<file path="src/rtl/riscv_ctrl_pkg.sv">
// Shared constants and types for the RV32I ALU control sequencer.
// Opcodes, funct fields, ALU control codes and FSM state.
package riscv_ctrl_pkg;

  localparam logic [6:0] OP_R      = 7'b0110011;
  localparam logic [6:0] OP_I      = 7'b0010011;
  localparam logic [6:0] OP_LOAD   = 7'b0000011;
  localparam logic [6:0] OP_STORE  = 7'b0100011;
  localparam logic [6:0] OP_BRANCH = 7'b1100011;

  localparam logic [2:0] F3_ADD = 3'b000;
  localparam logic [2:0] F3_SLT = 3'b010;
  localparam logic [2:0] F3_OR  = 3'b110;
  localparam logic [2:0] F3_AND = 3'b111;
  localparam logic [2:0] F3_W   = 3'b010;
  localparam logic [2:0] F3_BEQ = 3'b000;

  localparam logic [6:0] F7_BASE = 7'b0000000;
  localparam logic [6:0] F7_ALT  = 7'b0100000;

  // {ainv, binv, sel[1:0]}
  localparam logic [3:0] ALUC_AND = 4'b0000;
  localparam logic [3:0] ALUC_OR  = 4'b0001;
  localparam logic [3:0] ALUC_ADD = 4'b0010;
  localparam logic [3:0] ALUC_SUB = 4'b0110;
  localparam logic [3:0] ALUC_SLT = 4'b0111;

  typedef enum logic [2:0] {
    S_IDLE,
    S_DECODE,
    S_EXEC,
    S_MEM,
    S_WB,
    S_BR
  } state_t;

  typedef enum logic [1:0] {
    CL_ALU,
    CL_LOAD,
    CL_STORE,
    CL_BRANCH
  } cls_t;

  typedef struct packed {
    logic [3:0] ctrl;
    logic       srcb_imm;
    cls_t       cls;
    logic       illegal;
  } dec_t;

  // funct3 -> {supported, alu ctrl} for the shared R/I arithmetic set
  function automatic logic [4:0] f3_ctrl(
    input logic [2:0] f3
  );
    logic [4:0] r;
    r = {1'b0, ALUC_AND};
    unique case (f3)
      F3_ADD:  r = {1'b1, ALUC_ADD};
      F3_AND:  r = {1'b1, ALUC_AND};
      F3_OR:   r = {1'b1, ALUC_OR};
      F3_SLT:  r = {1'b1, ALUC_SLT};
      default: r = {1'b0, ALUC_AND};
    endcase
    return r;
  endfunction

endpackage

</file>
<file path="src/rtl/riscv_alu_ctrl_fsm_if.sv">
// Instruction offer handshake between fetch and the control sequencer.
// master offers the instruction, slave accepts it.
interface riscv_alu_ctrl_fsm_if;

  logic        instr_valid;
  logic        instr_ready;
  logic [31:0] instr;

  modport master (
    output instr_valid,
    output instr,
    input  instr_ready
  );

  modport slave (
    input  instr_valid,
    input  instr,
    output instr_ready
  );

endinterface

</file>
<file path="src/rtl/riscv_alu_decode.sv">
// Combinational RV32I subset decoder.
// Maps opcode/funct fields to ALU control, operand select and class.
module riscv_alu_decode
  import riscv_ctrl_pkg::*;
(
  input  logic [6:0] opcode,
  input  logic [2:0] funct3,
  input  logic [6:0] funct7,
  output dec_t       dec
);

  logic [4:0] fc;

  always_comb begin
    fc  = f3_ctrl(funct3);
    dec = '{ctrl: ALUC_AND, srcb_imm: 1'b0,
            cls: CL_ALU, illegal: 1'b1};
    unique case (1'b1)
      (opcode == OP_R): begin
        if (funct7 == F7_ALT && funct3 == F3_ADD) begin
          dec.ctrl    = ALUC_SUB;
          dec.illegal = 1'b0;
        end else if (funct7 == F7_BASE && fc[4]) begin
          dec.ctrl    = fc[3:0];
          dec.illegal = 1'b0;
        end
      end
      (opcode == OP_I): begin
        if (fc[4]) begin
          dec.ctrl     = fc[3:0];
          dec.srcb_imm = 1'b1;
          dec.illegal  = 1'b0;
        end
      end
      (opcode == OP_LOAD): begin
        if (funct3 == F3_W) begin
          dec.ctrl     = ALUC_ADD;
          dec.srcb_imm = 1'b1;
          dec.cls      = CL_LOAD;
          dec.illegal  = 1'b0;
        end
      end
      (opcode == OP_STORE): begin
        if (funct3 == F3_W) begin
          dec.ctrl     = ALUC_ADD;
          dec.srcb_imm = 1'b1;
          dec.cls      = CL_STORE;
          dec.illegal  = 1'b0;
        end
      end
      (opcode == OP_BRANCH): begin
        if (funct3 == F3_BEQ) begin
          dec.ctrl    = ALUC_SUB;
          dec.cls     = CL_BRANCH;
          dec.illegal = 1'b0;
        end
      end
      default: ;
    endcase
  end

endmodule

</file>
<file path="src/rtl/riscv_alu_ctrl_fsm.sv">
// Multi-cycle RV32I control sequencer driving ALU, RF, memory
// and PC strobes through DECODE/EXEC/MEM/WB/BR.
module riscv_alu_ctrl_fsm
  import riscv_ctrl_pkg::*;
#(
  parameter int unsigned MEM_TIMEOUT = 16,
  parameter int unsigned CNT_W       = 32
) (
  input  logic                 clk,
  input  logic                 rst_n,
  riscv_alu_ctrl_fsm_if.slave  ibus,
  output logic                 alu_ainv,
  output logic                 alu_binv,
  output logic [1:0]           alu_sel,
  output logic                 alu_srcb_imm,
  input  logic                 alu_zero,
  output logic                 mem_req,
  output logic                 mem_we,
  input  logic                 mem_ack,
  output logic                 rf_we,
  output logic                 rf_wsel,
  output logic                 pc_we,
  output logic                 pc_src,
  output logic                 illegal,
  output logic                 mem_err,
  output logic [CNT_W-1:0]     retired
);

  localparam int unsigned TW =
    (MEM_TIMEOUT > 1) ? $clog2(MEM_TIMEOUT) : 1;
  localparam logic [TW-1:0] TLAST = TW'(MEM_TIMEOUT - 1);

  state_t           state;
  state_t           state_n;
  logic [6:0]       ir_op;
  logic [2:0]       ir_f3;
  logic [6:0]       ir_f7;
  dec_t             dec;
  logic [3:0]       ctrl_q;
  logic             srcb_q;
  logic             ready_q;
  logic [TW-1:0]    tcnt;
  logic [CNT_W-1:0] ret_q;
  logic             accept;
  logic             expire;
  logic             done;

  riscv_alu_decode u_dec (
    .opcode (ir_op),
    .funct3 (ir_f3),
    .funct7 (ir_f7),
    .dec    (dec)
  );

  assign accept           = ibus.instr_valid & ready_q;
  assign expire           = (tcnt == TLAST);
  assign ibus.instr_ready = ready_q;
  assign alu_ainv         = ctrl_q[3];
  assign alu_binv         = ctrl_q[2];
  assign alu_sel          = ctrl_q[1:0];
  assign alu_srcb_imm     = srcb_q;
  assign retired          = ret_q;

  always_comb begin
    state_n = state;
    mem_req = 1'b0;
    mem_we  = 1'b0;
    rf_we   = 1'b0;
    rf_wsel = 1'b0;
    pc_we   = 1'b0;
    pc_src  = 1'b0;
    illegal = 1'b0;
    mem_err = 1'b0;
    done    = 1'b0;
    unique case (state)
      S_IDLE: begin
        if (accept) state_n = S_DECODE;
      end
      S_DECODE: begin
        if (dec.illegal) begin
          illegal = 1'b1;
          state_n = S_IDLE;
        end else begin
          state_n = S_EXEC;
        end
      end
      S_EXEC: begin
        unique case (dec.cls)
          CL_ALU:    state_n = S_WB;
          CL_BRANCH: state_n = S_BR;
          default:   state_n = S_MEM;
        endcase
      end
      S_MEM: begin
        mem_req = 1'b1;
        mem_we  = (dec.cls == CL_STORE);
        // an ack on the expiry cycle still completes
        if (mem_ack) begin
          if (dec.cls == CL_STORE) begin
            pc_we   = 1'b1;
            done    = 1'b1;
            state_n = S_IDLE;
          end else begin
            state_n = S_WB;
          end
        end else if (expire) begin
          mem_err = 1'b1;
          state_n = S_IDLE;
        end
      end
      S_WB: begin
        rf_we   = 1'b1;
        rf_wsel = (dec.cls == CL_LOAD);
        pc_we   = 1'b1;
        done    = 1'b1;
        state_n = S_IDLE;
      end
      S_BR: begin
        pc_we   = 1'b1;
        pc_src  = alu_zero;
        done    = 1'b1;
        state_n = S_IDLE;
      end
      default: state_n = S_IDLE;
    endcase
  end

  always_ff @(posedge clk or negedge rst_n) begin
    if (!rst_n) begin
      state   <= S_IDLE;
      ir_op   <= '0;
      ir_f3   <= '0;
      ir_f7   <= '0;
      ctrl_q  <= '0;
      srcb_q  <= 1'b0;
      ready_q <= 1'b0;
      tcnt    <= '0;
      ret_q   <= '0;
    end else begin
      state   <= state_n;
      ready_q <= (state_n == S_IDLE);
      if (state == S_IDLE && accept) begin
        ir_op <= ibus.instr[6:0];
        ir_f3 <= ibus.instr[14:12];
        ir_f7 <= ibus.instr[31:25];
      end
      if (state == S_DECODE && state_n == S_EXEC) begin
        ctrl_q <= dec.ctrl;
        srcb_q <= dec.srcb_imm;
      end else if (state_n == S_IDLE) begin
        ctrl_q <= '0;
        srcb_q <= 1'b0;
      end
      if (state == S_MEM && state_n == S_MEM) begin
        tcnt <= tcnt + TW'(1);
      end else begin
        tcnt <= '0;
      end
      if (done) ret_q <= ret_q + CNT_W'(1);
    end
  end

endmodule
</file>
<file path="src/flat_wrapper.sv">
// flat-port wrapper written by rule: the top's interface ports become plain ports
module riscv_alu_ctrl_fsm_flat import riscv_ctrl_pkg::*;
#(
  parameter int unsigned MEM_TIMEOUT = 16,
  parameter int unsigned CNT_W       = 32
)
  (clk, rst_n, alu_ainv, alu_binv, alu_sel, alu_srcb_imm, alu_zero, mem_req, mem_we, mem_ack, rf_we, rf_wsel, pc_we, pc_src, illegal, mem_err, retired, ibus_instr_valid, ibus_instr, ibus_instr_ready);
  riscv_alu_ctrl_fsm_if ibus_i ();
  input  logic clk;
  input  logic rst_n;
  output logic alu_ainv;
  output logic alu_binv;
  output logic [1:0] alu_sel;
  output logic alu_srcb_imm;
  input  logic alu_zero;
  output logic mem_req;
  output logic mem_we;
  input  logic mem_ack;
  output logic rf_we;
  output logic rf_wsel;
  output logic pc_we;
  output logic pc_src;
  output logic illegal;
  output logic mem_err;
  output logic [CNT_W-1:0] retired;
  input wire logic [$bits(ibus_i.instr_valid)-1:0] ibus_instr_valid;
  input wire logic [$bits(ibus_i.instr)-1:0] ibus_instr;
  output wire logic [$bits(ibus_i.instr_ready)-1:0] ibus_instr_ready;
  assign ibus_i.instr_valid = ibus_instr_valid;
  assign ibus_i.instr = ibus_instr;
  assign ibus_instr_ready = ibus_i.instr_ready;
  riscv_alu_ctrl_fsm #(.MEM_TIMEOUT(MEM_TIMEOUT), .CNT_W(CNT_W)) u_core (.clk(clk), .rst_n(rst_n), .ibus(ibus_i), .alu_ainv(alu_ainv), .alu_binv(alu_binv), .alu_sel(alu_sel), .alu_srcb_imm(alu_srcb_imm), .alu_zero(alu_zero), .mem_req(mem_req), .mem_we(mem_we), .mem_ack(mem_ack), .rf_we(rf_we), .rf_wsel(rf_wsel), .pc_we(pc_we), .pc_src(pc_src), .illegal(illegal), .mem_err(mem_err), .retired(retired));
endmodule
</file>
<file path="config.mk">
export PLATFORM = sky130hd
export DESIGN_NAME = riscv_alu_ctrl_fsm_flat
export DESIGN_NICKNAME = d
export VERILOG_FILES = /design/src/rtl/riscv_ctrl_pkg.sv /design/src/rtl/riscv_alu_ctrl_fsm_if.sv /design/src/rtl/riscv_alu_decode.sv /design/src/rtl/riscv_alu_ctrl_fsm.sv /design/src/flat_wrapper.sv
export SDC_FILE = /design/constraint.sdc
export NUM_CORES = 1
export LEC_CHECK = 0
export CORE_MARGIN = 3
export CORE_UTILIZATION = 35
export DETAILED_ROUTE_END_ITERATION = 6
export GPL_TIMING_DRIVEN = 0
export HOLD_SLACK_MARGIN = 0.08
export PLACE_DENSITY = 0.67
export SLEW_MARGIN = 20
export SYNTH_ARGS = -nofsm -noshare
export SYNTH_HDL_FRONTEND = slang
export SYNTH_HIERARCHICAL = 1
export SYNTH_SLANG_ARGS = --single-unit
</file>
<file path="constraint.sdc">
create_clock -name clk -period 2.6 [get_ports clk]
set_input_delay 0.65 -clock clk [delete_from_list [all_inputs] [get_ports clk]]
set_output_delay 0.65 -clock clk [all_outputs]
set_load 0.01 [all_outputs]
</file>
After elaboration in Yosys (flattened, before gate mapping):

Cells that the tools add are included.
W data, S select, Z words.

* muxes and demuxes: 40
* reductions and logical operators: 12
* eq/ne operators: 20
* add/subtract/negate cells: 2
* bitwise logic cells: 1

Operator list (number)
* $add A32 B1 Y32 const B: 1
* $eq A7 B6 Y1 const B: 3
* $mux W4: 5
* $pmux W4 S5: 1
* $pmux W5 S4: 1
* $mux W3: 6
* $mux W1: 17
* $eq A3 B2 Y1 const B: 5
* $eq A3 B3 Y1 const B: 4
* $mux W6: 2
* $pmux W3 S4: 1
* $logic_not A3 Y1: 3
* $eq A7 B2 Y1 const B: 1
* $eq A7 B5 Y1 const B: 1
* $eq A7 B7 Y1 const B: 1
* $logic_not A7 Y1: 1
* $pmux W2 S3: 1
* $pmux W3 S2: 1
* $logic_and A1 B1 Y1: 5
* $mux W5: 1
* $pmux W1 S5: 1
* $add A4 B1 Y4 const B: 1
* $eq A2 B2 Y1 const B: 2
* $eq A4 B4 Y1 const B: 1
* 9 further kinds: 9

* input bits: 37
* word-level logic and storage cells: 84
* output and inout port bits: 46
* bits in registers: 62

Longest topological paths before layout:

Gate-level depths: netlist of run 1.

* depth after elaboration: 11
* depth in mapped cells: 12
* mapped depth without buffers: 10

Modules after synthesis:

The synthesis of run 1 kept the hierarchy.

By module, submodules not included
* riscv_alu_ctrl_fsm: area each 2865.2 µm², cells an instance 227, seq. area each 1551.5 µm², instances 1
* riscv_alu_decode: area each 296.5 µm², cells an instance 49, seq. area each 0.0 µm², instances 1

Worst setup path after synthesis of run 1:

No wires, ideal clock.

* kind: register -> register
* start point: register u_core.ir_f7[3]
* end point: register u_core.srcb_q, in the netlist u_core/alu_srcb_imm
* stages on the path, launching flop included: 10
* clock period less this slack: 2.563 ns
* arrival: 2.496 ns
* library setup time: 0.067 ns
* path buffers: 0
* setup slack: 0.037 ns
* cell sequence: dfrtp_1 or4_4 nor2_2 a21oi_1 or4_1 or3b_1 a21oi_1 a2111oi_2 nor2_1 a22o_1

RTL lines
* start, declared: line riscv_alu_ctrl_fsm.sv:37 `logic [6:0] ir_f7;`
* start signal, assigned: line riscv_alu_ctrl_fsm.sv:145 `ir_f7 <= ibus.instr[31:25];`
* end signal, assigned: line riscv_alu_ctrl_fsm.sv:149 `srcb_q <= dec.srcb_imm;`
* end, declared: line riscv_alu_ctrl_fsm.sv:40 `logic srcb_q;`

==> flow_summary.yaml, run 1 <==
clock_tree:
  cts_tree: "built"
  clkLatencyLatePin_ns: 0.35
  cts.sinks: 62
  cts_hold_buffers: 0
  cts.path.max_buffers: 2
  cts_buffers: 9
  cts_htree_levels: 3
  clk_pin_slew_worst_paths_ns: 0.08
  root_buffer: "clkbuf_8"
global_route:
  grt_usage_pct: 14.02
  antenna_found_initial: 0
  grt_pass1_vias: 2351
  grt_first_pass_wirelength_mm: 11.36
  grt_overflow: 0
  grt_start_max_net_pins: 38
yosys:
  synth_ff_type: "dfrtp_1"
  netlist_area_mm2: 0.003162
  synth_edf_count: 0
  ys_seq_area_share_pct: 49.07
  synth_cell_types: 56
  async_flop_share_pct: 100.0
  syn-num-nets: 318
  synth-seq-cells: 62
  yosysWarnings: 6
  postSynthCellCount: 276
  avgSynthCellArea_um2: 11.46
cells_and_area:
  final_cell_area_mm2: 0.004456
  syn_to_final_growth_pct: 40.92
  layout.cells.non_filler: 487
  nets: 416
  fill_cells: 790
  num_antenna_cells: 0
  drive_above_1_share_pct: 30.08
  regArea_mm2: 0.001553
  multi_input_area_mm2: 0.001625
detailed_routing:
  drcViolationCount: 0
  first_pass_iters: 4
  wirelength_mm: 6.949
  wire_per_inst_um: 14.27
  num_vias: 2435
  via_per_inst: 5.000
  ant_nets: 0
  first_iter_violations: 47
timing:
  fmax_ghz: 0.3524
  relSlewSlack_pct: 57.78
  whs_ns: 0.2035
  final_hold_viol_count: 0
  tightest_slew_ns: 0.6286
  rsz0062_at_grt: "yes"
  finalClockSkew_ns: 0.01108
  period_minus_slack_ns: 2.838
  setup-violations-final: 9
  drv_slew: 0
  setup_slack_ns: -0.2378
  fin_crit_sh_pct: 109.1
die:
  start_util_pct: 36.08
  top_level_ports: 83
  core_mm2: 0.008763
  dieArea_mm2: 0.01021
  die_w_um: 101.0
  row_count: 34
  die_y_um: 101.0
worst_setup_path:
  end_kind: "primary output"
  start_kind: "flop"
  reg2reg_to: "u_core/ctrl_q[2]"
  crit_required_ns: 1.95
  worst_ep_arrival_time_ns: 2.19
  worstSetupPathType: "flop to primary output"
  rr_worst_depth: 10
  cp_max_fo: 2
  worst-r2r-setup-slack_ns: -0.22
  reg2reg_from: "u_core/ir_f7[6]"
power:
  powerDensity_mw_per_mm2: 675.3
  p_leak_nw: 2.019
  peakVddDrop_mv: 0.4380
place:
  postPlaceCellArea_mm2: 0.003985
  dp.cells: 452
  hpwl_mm: 4.802
  gp_congestion: 0.8385
  port_buffers: 67
run:
  maxCapViolCount: 0
run_status:
  status: "complete, but fails checks"
  failed_checks: "setup timing"
hold_path:
  hold_path_class: "input pin to asynchronous set/reset pin"
-- cell usage after synthesis (2+ instances only) --
cell      instances  share of area (%)
nor4_4            2                1.3
clkbuf_1          2               0.24
ha_1              5                2.0
inv_1             7               0.83
nor2_1            9                1.1
a21oi_1           6               0.95
nand4_1           5               0.99
buf_2             4               0.63
nor3_2            4                1.3
nor2_2            5               0.99
dfrtp_1          62                 49
nand3_1          21                3.3
nand2_1          17                2.0
nor3_1            5               0.79
nand3b_1          3               0.71
and2_1            3               0.59
a22o_1            5                1.4
a21o_1            3               0.71
and4_1            4                1.1
buf_6             3                1.1
buf_4             2               0.47
mux2_2           16                5.7
a211oi_1          3               0.71
nand2b_1          3               0.59
nor2b_1           5               0.99
xor2_1           11                3.0
and3_1           10                2.0
xnor2_1          23                6.4
-- cell families after synthesis --
logic type      count (synthesis)  synth area share [%]
xor+xnor                       34                 9.418
mux                            17                 6.054
fa+ha+maj                       5                 1.979
other cells                     1                0.1186
flops                          62                 49.07
simple gates                  110                 22.32
compound gates                 28                 7.637
buf+inv                        19                 3.403
-- per-layer routing --
layer | wire, um | part of all wire, % | GRT usage [%] | up-vias
met1 | 3191 | 46 | 18.51 | 1202
met5 | 0 | 0 | 0 | -
li1 | - | - | - | 1165
met3 | 279 | 4.0 | 3.183 | 9
met2 | 3357 | 48 | 22.18 | 59
met4 | 121 | 1.7 | 5.726 | 0
-- critical path: stages (launching register included) --
cell and delay (ns):
dfrtp_1 0.38, or4_4 0.57, nor2_4 0.12, a21oi_2 0.06, or4_4 0.44, nor4b_4 0.15, buf_2 0.14
-- state kept, by name, summed over array words and instances (netlist names) --
signal                   count
u_core/retired              32
u_core/ir_f7                 7
u_core/ctrl_q                4
u_core/tcnt                  4
u_core/ibus.instr_ready      1
u_core/state                 3
u_core/ir_op                 7
u_core/ir_f3                 3
u_core/alu_srcb_imm          1
-- repair_timing --
item | in CTS | in global routing
setup endpoints to repair | 21 | 15
gates resized for setup | 45 | 11
pin swaps | 17 | 12
setup buffers | 13 | 10
-- through the flow --
| step | total power, mW | worst slack, ns | utilization [%] | TNS, ns |
|---|---|---|---|---|
| 2_1_floorplan | 1.787 | 0.03717 | - | 0 |
| 3_3_place_gp | 1.995 | -1.193 | 45.27 | -76.68 |
| 3_5_place_dp | 2.016 | -0.6349 | 45.47 | -3.576 |
| 4_1_cts | 2.961 | -0.2738 | 49.64 | -0.7585 |
| 5_1_grt | 3.185 | -0.2975 | 50.84 | -2.138 |
| 6_report | 3.009 | -0.2378 | 50.84 | -1.437 |
-- final cells by class --
class,count,area share (%)
clock buffers,10,3.089
multi-input cells,195,36.48
well taps,108,3.033
repair buffers,89,19.10
inverters,8,0.7021
flip-flops and latches,62,34.85
plain buffers,9,1.741
clock inverters,6,1.011
-- how the worst max path moves through the flow --
stage               startpoint                   to  slack, ns
2_1_floorplan  u_core/ir_f7[3]  u_core/alu_srcb_imm       0.04
3_3_place_gp             rst_n      u_core/ir_op[2]      -1.19
3_5_place_dp   u_core/ir_f3[2]                pc_we      -0.63
4_1_cts        u_core/ir_f7[6]              illegal      -0.27
5_1_grt        u_core/ir_f7[6]              illegal      -0.30
6_report       u_core/ir_f7[6]              illegal      -0.24
-- cells in the final DEF (no fill, tap or decap), types with 5 or more instances in the layout --
| cell type | instances |
|---|---|
| dfrtp_1 | 61 |
| clkdlybuf4s50_1 | 61 |
| nor2_2 | 7 |
| mux2_2 | 16 |
| nand2_1 | 17 |
| nand3_1 | 20 |
| xor2_1 | 11 |
| nor2_1 | 6 |
| buf_4 | 23 |
| nand4_1 | 5 |
| nor3_2 | 5 |
| buf_6 | 9 |
| a22o_1 | 5 |
| and3_1 | 9 |
| xnor2_1 | 23 |
| clkbuf_8 | 10 |
-- power breakdown --
part / internal (mW) / switching, mW / total, mW / leakage [nW]
registers: 1.13 / 0.160 / 1.28 / 0.817
logic: 0.501 / 0.429 / 0.930 / 1.11
clock network: 0.378 / 0.415 / 0.794 / 0.0970
Power figures use the tool's default switching activity.
==> inputs of run 2 (changes only) <==
Settings changed: CTS_CLUSTER_DIAMETER set to 200.
==> results of run 2 <==
Final layout, timing and power as in run 1 (identical DEF).
==> inputs of run 3 (changes only) <==
Settings changed: PLACE_DENSITY 0.67 to 0.65.
Clock period 2.6 ns to 2.8 ns, I/O delays scaled along.
==> run 3 against run 2 <==
Against the previous run:
- first-iteration DRC count up 38%
- the flow still finishes with violations (setup timing)
- sequential power down 6%
- critical path depth unchanged
- core utilization down 1.3 points
- routed wire length down 4.9%
- largest cell class unchanged
- combinational power down 16%
- critical endpoint unchanged
==> flow_summary.yaml, run 3 (synthesized netlist as in run 1, its figures left out) <==
die:
  row_count: 34
  dieArea_mm2: 0.01021
  die_y_um: 101.0
  start_util_pct: 36.08
  core_mm2: 0.008763
  top_level_ports: 83
  die_w_um: 101.0
detailed_routing:
  first_pass_iters: 4
  wirelength_mm: 6.611
  drcViolationCount: 0
  top_layer_used: "met4"
  met3_wirelength_um: 305
  drt-met1-wl_mm: 3.067
  via_per_inst: 4.881
  wl_met2_mm: 3.163
  first_iter_violations: 65
  num_vias: 2328
  wire_per_inst_um: 13.86
  ant_nets: 0
clock_tree:
  cts_tree: "built"
  root_buffer: "clkbuf_8"
  clk_pin_slew_worst_paths_ns: 0.07
  cts_htree_levels: 3
  cts.sinks: 62
  cts_hold_buffers: 0
  cts_buffers: 9
  clkLatencyLatePin_ns: 0.33
  cts.path.max_buffers: 2
cells_and_area:
  fill_cells: 824
  final_cell_area_mm2: 0.004343
  largest_reg_flops: 32
  nets: 406
  drive_above_1_share_pct: 26.83
  syn_to_final_growth_pct: 37.36
  num_antenna_cells: 0
  final_cell_mix: "62 x clkdlybuf4s50_1, 60 x dfrtp_1, 23 x xnor2_1"
  layout_commonest_cell: "clkdlybuf4s50_1"
timing:
  finalSetupTns_ns: -0.07455
  period_minus_slack_ns: 2.875
  final_hold_viol_count: 0
  rsz0062_at_grt: "yes"
  setup_slack_ns: -0.07455
  tightest_slew_ns: 0.6177
  finalClockSkew_ns: 0.007705
  drv_slew: 0
  fmax_ghz: 0.3479
  fin_crit_sh_pct: 102.7
  setup-violations-final: 1
  relSlewSlack_pct: 58.51
worst_setup_path:
  crit_slowest_cell: "or4_4"
  cpMostUsedCell: "or4_4"
  cp_max_fo: 3
  worst_ep_arrival_time_ns: 2.17
  crit_required_ns: 2.10
  crit_chain: "or4_4 > nor2_4 > a21oi_2 > or4_4 > nor4b_4 > buf_2"
  cp.buffers_inverters: 1
  worstSetupPathType: "flop to primary output"
  max_stage_delay_ns: 0.56
  start_kind: "flop"
  end_kind: "primary output"
  critPathTopFamily: "simple AND/OR/NAND/NOR gates"
run_status:
  failed_checks: "setup timing"
  status: "complete, but fails checks"
global_route:
  grt_first_pass_wirelength_mm: 11.32
  antenna_found_initial: 0
  grt_pass1_vias: 2265
  grt_start_max_net_pins: 39
  grt_usage_pct: 13.82
  grt_overflow: 0
power:
  p_leak_nw: 1.940
  peakVddDrop_mv: 0.3616
  total_power_mw: 2.788
  powerDensity_mw_per_mm2: 641.9
place:
  hpwl_mm: 4.886
  gp_congestion: 0.8079
  postPlaceCellArea_mm2: 0.003985
  port_buffers: 67
run:
  maxCapViolCount: 0
hold_path:
  hold_path_class: "input pin to asynchronous set/reset pin"
-- run 3: per-stage QoR --
step | setup slack, ns | utilization (%) | instances | hold slack [ns]
6_report | -0.07455 | 49.56 | 477 | 0.2580
5_1_grt | -0.1774 | 49.56 | 477 | 0.2694
4_1_cts | -0.1202 | 49.10 | 475 | 0.2541
3_5_place_dp | -0.4774 | 45.47 | 452 | 0.4582
3_3_place_gp | -1.074 | 45.27 | 451 | 0.4525
2_1_floorplan | 0.2372 | - | 276 | 0.4044
-- run 3: what timing repair did --
| action | CTS | global route |
|---|---|---|
| endpoints found under the setup margin | 9 | 10 |
| gates resized for setup | 27 | 12 |
| setup buffers | 8 | 3 |
| pin swaps | 7 | 4 |
-- run 3: layer usage --
metal,up-vias,global-route usage [%]
met4,0,4.601
met5,-,0
met2,51,20.98
met1,1129,18.87
met3,6,4.014
li1,1142,-
-- run 3: final timing paths --
kind,cells past startpoint,slack [ns],from,to
max,6,-0.07,u_core/ir_f7[6],illegal
min,1,0.26,rst_n,u_core/retired[28]
max reg2reg,9,0.10,u_core/ir_f7[6],u_core/ctrl_q[1]
min reg2reg,1,0.47,u_core/tcnt[0],u_core/tcnt[0]
max in group asynchronous,2,2.01,rst_n,u_core/ir_f3[2]
min in group clk,1,0.47,u_core/tcnt[0],u_core/tcnt[0]
-- run 3: worst reg2reg max path: stages, from the launching register on --
cell and delay, ns:
dfrtp_1 0.38, or4_4 0.56, nor2_4 0.11, a21oi_2 0.06
or4_4 0.45, or3b_1 0.36, a21oi_1 0.23, a2111oi_2 0.11
nor2_2 0.23, a22o_1 0.16
-- run 3: layout make-up --
| class | instances | area [um2] | share of cell area (%) |
|---|---|---|---|
| plain buffers | 9 | 73.82 | 1.700 |
| clock buffers | 11 | 151.4 | 3.486 |
| clock inverters | 5 | 57.56 | 1.325 |
| inverters | 8 | 31.28 | 0.7203 |
| multi-input cells | 195 | 1589 | 36.59 |
| flip-flops and latches | 62 | 1554 | 35.78 |
| well taps | 108 | 135.1 | 3.112 |
| repair buffers | 79 | 750.7 | 17.29 |
-- run 3: where the power goes --
part           switching [mW]  leakage (nW)  internal, mW
Combinational           0.359          1.03         0.420
Sequential              0.153         0.816          1.05
Clock                   0.351        0.0976         0.458
Total                   0.863          1.94          1.92
